### src/rtl/acc_cpu_ctrl_pkg.sv
// Shared types and codes for the accumulator CPU controller.
// Opcodes, ALU/B-source selects, state encoding and control word.
package acc_cpu_ctrl_pkg;

  localparam int OPW    = 3;
  localparam int ALUOPW = 2;

  typedef enum logic [2:0] {
    OP_LDA = 3'b000,
    OP_STA = 3'b001,
    OP_ADD = 3'b010,
    OP_SUB = 3'b011,
    OP_JMP = 3'b100,
    OP_JZ  = 3'b101,
    OP_AND = 3'b110,
    OP_NOT = 3'b111
  } opcode_t;

  localparam logic [1:0] ALU_ADD = 2'b00;
  localparam logic [1:0] ALU_SUB = 2'b01;
  localparam logic [1:0] ALU_AND = 2'b10;
  localparam logic [1:0] ALU_NOT = 2'b11;

  localparam logic [1:0] B_ZERO = 2'b00;
  localparam logic [1:0] B_ONE  = 2'b01;
  localparam logic [1:0] B_MDR  = 2'b10;

  typedef enum logic [3:0] {
    S_INIT   = 4'd0,
    S_FETCH  = 4'd1,
    S_DECODE = 4'd2,
    S_MEMRD  = 4'd3,
    S_LDWB   = 4'd4,
    S_ALUWB  = 4'd5,
    S_MEMWR  = 4'd6,
    S_JUMP   = 4'd7,
    S_JZT    = 4'd8,
    S_ALUNOT = 4'd9
  } state_t;

  typedef struct packed {
    logic       memread;
    logic       memwrite;
    logic       ldir;
    logic       ldmdr;
    logic       ldacc;
    logic       iord;
    logic       asrc;
    logic [1:0] bsrc;
    logic       pcsrc;
    logic       pcwrite;
    logic       jz;
    logic       accsrc;
    logic [1:0] aluop;
  } ctrl_t;

  function automatic logic [1:0] alu_of(opcode_t op);
    unique case (op)
      OP_SUB:  return ALU_SUB;
      OP_AND:  return ALU_AND;
      default: return ALU_ADD;
    endcase
  endfunction

endpackage

### src/rtl/acc_cpu_ctrl_dec.sv
// Control-word decoder: (state, latched opcode) -> datapath strobes.
// Purely combinational; illegal states decode to all-zero.
module acc_cpu_ctrl_dec
  import acc_cpu_ctrl_pkg::*;
(
  input  state_t  st,
  input  opcode_t op,
  output ctrl_t   cw
);

  // Moore output table; unlisted fields stay 0
  always_comb begin
    cw = '0;
    unique case (st)
      S_FETCH: begin
        cw.memread = 1'b1;
        cw.ldir    = 1'b1;
        cw.bsrc    = B_ONE;
        cw.aluop   = ALU_ADD;
        cw.pcwrite = 1'b1;
      end
      S_MEMRD: begin
        cw.memread = 1'b1;
        cw.iord    = 1'b1;
        cw.ldmdr   = 1'b1;
      end
      S_LDWB: begin
        cw.accsrc = 1'b1;
        cw.ldacc  = 1'b1;
      end
      S_ALUWB: begin
        cw.asrc  = 1'b1;
        cw.bsrc  = B_MDR;
        cw.aluop = alu_of(op);
        cw.ldacc = 1'b1;
      end
      S_MEMWR: begin
        cw.memwrite = 1'b1;
        cw.iord     = 1'b1;
      end
      S_JUMP: begin
        cw.pcsrc   = 1'b1;
        cw.pcwrite = 1'b1;
      end
      S_JZT: begin
        cw.asrc  = 1'b1;
        cw.bsrc  = B_ZERO;
        cw.aluop = ALU_ADD;
        cw.pcsrc = 1'b1;
        cw.jz    = 1'b1;
      end
      S_ALUNOT: begin
        cw.asrc  = 1'b1;
        cw.aluop = ALU_NOT;
        cw.ldacc = 1'b1;
      end
      default: cw = '0;
    endcase
  end

endmodule

### src/rtl/acc_cpu_ctrl.sv
// Multicycle Moore controller for the 16-bit accumulator CPU.
// Holds state register, opcode latch and next-state logic.
module acc_cpu_ctrl
  import acc_cpu_ctrl_pkg::*;
#(
  parameter int OPW    = 3,
  parameter int ALUOPW = 2
) (
  input  logic              clk,
  input  logic              rst_n,
  input  logic [OPW-1:0]    opcode,
  output logic              MemRead,
  output logic              MemWrite,
  output logic              ldIR,
  output logic              ldMDR,
  output logic              ldAcc,
  output logic              IorD,
  output logic              Asrc,
  output logic [1:0]        Bsrc,
  output logic              PCsrc,
  output logic              PCwrite,
  output logic              jz,
  output logic              AccSrc,
  output logic [ALUOPW-1:0] ALUop
);

  state_t  st, nxt;
  opcode_t op_q;
  opcode_t op_in;
  ctrl_t   cw;

  assign op_in = opcode_t'(opcode);

  // State register; reset forces INIT at once
  always_ff @(posedge clk or negedge rst_n) begin
    if (!rst_n) st <= S_INIT;
    else        st <= nxt;
  end

  // Opcode is captured only while decoding
  always_ff @(posedge clk or negedge rst_n) begin
    if (!rst_n)              op_q <= OP_LDA;
    else if (st == S_DECODE) op_q <= op_in;
  end

  // Sequencing; unknown codes fall back to INIT
  always_comb begin
    nxt = S_INIT;
    unique case (st)
      S_INIT:   nxt = S_FETCH;
      S_FETCH:  nxt = S_DECODE;
      S_DECODE: begin
        unique case (op_in)
          OP_STA:  nxt = S_MEMWR;
          OP_JMP:  nxt = S_JUMP;
          OP_JZ:   nxt = S_JZT;
          OP_NOT:  nxt = S_ALUNOT;
          default: nxt = S_MEMRD;
        endcase
      end
      S_MEMRD:  nxt = (op_q == OP_LDA) ? S_LDWB : S_ALUWB;
      S_LDWB:   nxt = S_FETCH;
      S_ALUWB:  nxt = S_FETCH;
      S_MEMWR:  nxt = S_FETCH;
      S_JUMP:   nxt = S_FETCH;
      S_JZT:    nxt = S_FETCH;
      S_ALUNOT: nxt = S_FETCH;
      default:  nxt = S_INIT;
    endcase
  end

  acc_cpu_ctrl_dec u_dec (
    .st (st),
    .op (op_q),
    .cw (cw)
  );

  assign MemRead  = cw.memread;
  assign MemWrite = cw.memwrite;
  assign ldIR     = cw.ldir;
  assign ldMDR    = cw.ldmdr;
  assign ldAcc    = cw.ldacc;
  assign IorD     = cw.iord;
  assign Asrc     = cw.asrc;
  assign Bsrc     = cw.bsrc;
  assign PCsrc    = cw.pcsrc;
  assign PCwrite  = cw.pcwrite;
  assign jz       = cw.jz;
  assign AccSrc   = cw.accsrc;
  assign ALUop    = cw.aluop[ALUOPW-1:0];

endmodule

### config.mk
export PLATFORM = sky130hd
export DESIGN_NAME = acc_cpu_ctrl
export DESIGN_NICKNAME = d
export VERILOG_FILES = /design/src/rtl/acc_cpu_ctrl_pkg.sv /design/src/rtl/acc_cpu_ctrl_dec.sv /design/src/rtl/acc_cpu_ctrl.sv
export SDC_FILE = /design/constraint.sdc
export NUM_CORES = 1
export LEC_CHECK = 0
export ABC_AREA = 1
export CELL_PAD_IN_SITES_DETAIL_PLACEMENT = 0
export CELL_PAD_IN_SITES_GLOBAL_PLACEMENT = 1
export CORE_UTILIZATION = 28
export DETAILED_ROUTE_END_ITERATION = 6
export PLACE_DENSITY_LB_ADDON = 0.12
export SLEW_MARGIN = 15
export SYNTH_ARGS = -nofsm -noshare
export SYNTH_HDL_FRONTEND = slang
export SYNTH_SLANG_ARGS = --single-unit
### constraint.sdc
create_clock -name clk -period 2 [get_ports clk]
set_clock_uncertainty 0.05 [all_clocks]
set_input_delay 0.2 -clock clk [delete_from_list [all_inputs] [get_ports clk]]
set_output_delay 0.2 -clock clk [all_outputs]
set_load 0.005 [all_outputs]
==> results.md <==
- Status: completed
- Clock transition at path regs: 60 ps
- Root Buffer Master: clkbuf_4
- Endpoint class of the critical path: output pin
- # nets final: 100
- PortBufs: 19
- Die W: 43.1 um
- Via count: 510
- Clock Tree Buf Depth: 2
- Area delta synth->final: 49.5%
- Final hold violation count: 0
- Hold crit path type: input port to asynchronous set/reset pin
- RR Startpoint: st[3]$_DFF_PN0_
- CTS tree: done
- I/O Pins: 20
- Worst r2r path cells: 4
- PwrDens: 1350 nW/um^2
- R2r endpoint: op_q[2]$_DFFE_PN0P_
- Final period utilization: 96.1%
- Leakage power: 0.371 nW
- DR WL/cell: 9.58 um
- Antenna violations before repair: 0
- Drt via density: 4.64
- Crit path launch type: flop
- Synth Register Bits: 7
- Worst R2R Setup Slack: 900 ps
- DRT iter0 DRCs: 12
- Layout cell share with drive strength beyond 1: 14.9%
- Worst IR Drop VDD: 569 uV
- Most common cell after layout, fill and taps aside: nand2_1
- FF/Latch Area: 176 sq um
- Post-route ant nets: 0
- Worst EP arrival: 1670 ps
- DRC: 0
- Post-Syn Area per Cell: 6.57 sq um
- # setup viols final: 0
- Yosys cell types: 14
- Tmin final: 1920 ps
- F_max: 521 MHz
- Synthesized Nets: 77
- Pin count of the biggest net entering global routing: 10
- Syn. warnings: 0
- Most frequent cells in the layout: nand2_1 (22), clkdlybuf4s50_1 (18), inv_1 (11)
- Gr usage total: 13.2%
- Worst-Margin Slew: 305 ps
- Num CTS Buffers: 3
- Fill cells: 157
- Total power: 0.951 mW
- Slew headroom: 79.6%
- Grt ovf: 0
- # diodes: 0
- Die area: 1860 sq um
- Finished Cell Area: 707 sq um
- Post-DP HPWL: 863 um
- Critical path peak fanout: 4
- Clock sinks: 7
- Clock Latency Late Sink: 260 ps
- Fin. max-slew vios: 0
- DP Area: 668 sq um
- Routed WL: 1050 um
- CP Class: flop to output pin
- Die Ht: 43.1 um
- Syn Inst Count: 72
- Drt first pass iters: 4
- Initial Util: 30.7%
- Number of global-route vias before repair: 442
- Max-Cap Viols: 0
- Core Box Area: 1540 sq um
- Synthesized area: 473 sq um
- First-pass GRT wire length: 1790 um
- Multi-input gate area: 234 sq um
- GP Congestion: 0.737
- H-tree levels: 1
- Num rows: 14
- Crit path required time: 1750 ps
- Register area share after synthesis: 37.0%
==> through the flow <==
stage                     util [%]  hold slack (ps)  worst slack [ps]  cells  TNS, ps
final                         45.9              144              78.8    110        0
after global routing          45.9              152             -1.53    110    -1.53
after CTS                     45.1              148              8.65    109        0
after detailed placement      43.3              427               284    105        0
after global placement        43.3              433               268    105        0
after floorplan                  -             -146               856     72        0
==> sequential cells by signal, summed over array words and instances, names as in the netlist <==
register / flops
op_q: 3
st: 4
==> how the worst max path moves through the flow <==
stage / from / slack [ps] / end / cells after the start
3_3_place_gp: st[1]$_DFF_PN0_ / 270 / ALUop[1] / 6
2_1_floorplan: st[1]$_DFF_PN0_ / 860 / Bsrc[0] / 6
4_1_cts: st[0]$_DFF_PN0_ / 9 / ALUop[1] / 5
6_report: st[1]$_DFF_PN0_ / 80 / ALUop[0] / 6
3_5_place_dp: st[1]$_DFF_PN0_ / 280 / ALUop[1] / 6
5_1_grt: st[1]$_DFF_PN0_ / -2 / ALUop[0] / 6
==> critical path, stage by stage (launching register included) <==
cell	delay, ps
dfrtp_1	420
inv_2	110
nand2_1	70
inv_1	80
nand2_1	100
o21ai_1	130
clkdlybuf4s50_1	500
==> where the power goes <==
part / leakage, nW / switching [mW] / internal, mW / total (mW)
Sequential: 0.0872 / 0.0823 / 0.204 / 0.286
Clock: 0.0177 / 0.0544 / 0.0731 / 0.128
Combinational: 0.266 / 0.253 / 0.284 / 0.537
Total: 0.371 / 0.390 / 0.561 / 0.951
==> layout make-up <==
type                            count  area share, %
Clock inverter                      1          0.708
Sequential cell                     7           25.0
Multi-Input combinational cell     50           33.1
Clock buffer                        3           3.19
Timing Repair Buffer               20           28.3
Inverter                           13           6.90
Tap cell                           16           2.83
==> Yosys cell counts <==
| master | instances | area [sq um] |
|---|---|---|
| inv_2 | 1 | 3.75 |
| o21ai_1 | 5 | 25.0 |
| buf_4 | 2 | 15.0 |
| o21ai_2 | 1 | 8.76 |
| nor2_1 | 7 | 26.3 |
| nand2_1 | 22 | 82.6 |
| nand2_2 | 1 | 6.26 |
| nor2_2 | 2 | 12.5 |
| o21ai_0 | 1 | 5.00 |
| inv_1 | 12 | 45.0 |
| nand3_1 | 8 | 40.0 |
| a21oi_1 | 1 | 5.00 |
| nor2_4 | 2 | 22.5 |
| dfrtp_1 | 7 | 175 |
==> cells by family (layout without fill, tap and decap cells) <==
family	after synthesis	in the layout	synth area share, %
and+or+nand+nor	42	42	40.2
AOI/OAI and AO/OA	8	8	9.26
DFF	7	7	37.0
buffers and inverters	15	37	13.5
==> per-layer routing <==
metal / up-vias / GRT usage (%) / wire length [um]
met5: - / 0 / 0
met4: 0 / 9.09 / 27
met3: 5 / 2.55 / 61
met2: 19 / 19.7 / 483
met1: 221 / 16.8 / 481
li1: 265 / - / -
==> repair_timing <==
| action | in CTS | in global routing |
|---|---|---|
| hold buffers | 0 | 0 |
| hold endpoints to repair | 0 | 0 |
| setup endpoints to repair | 0 | 7 |
| setup buffers | 0 | 1 |
| gates resized for setup | 0 | 3 |
Note: power is estimated with default switching activity, not from simulation.
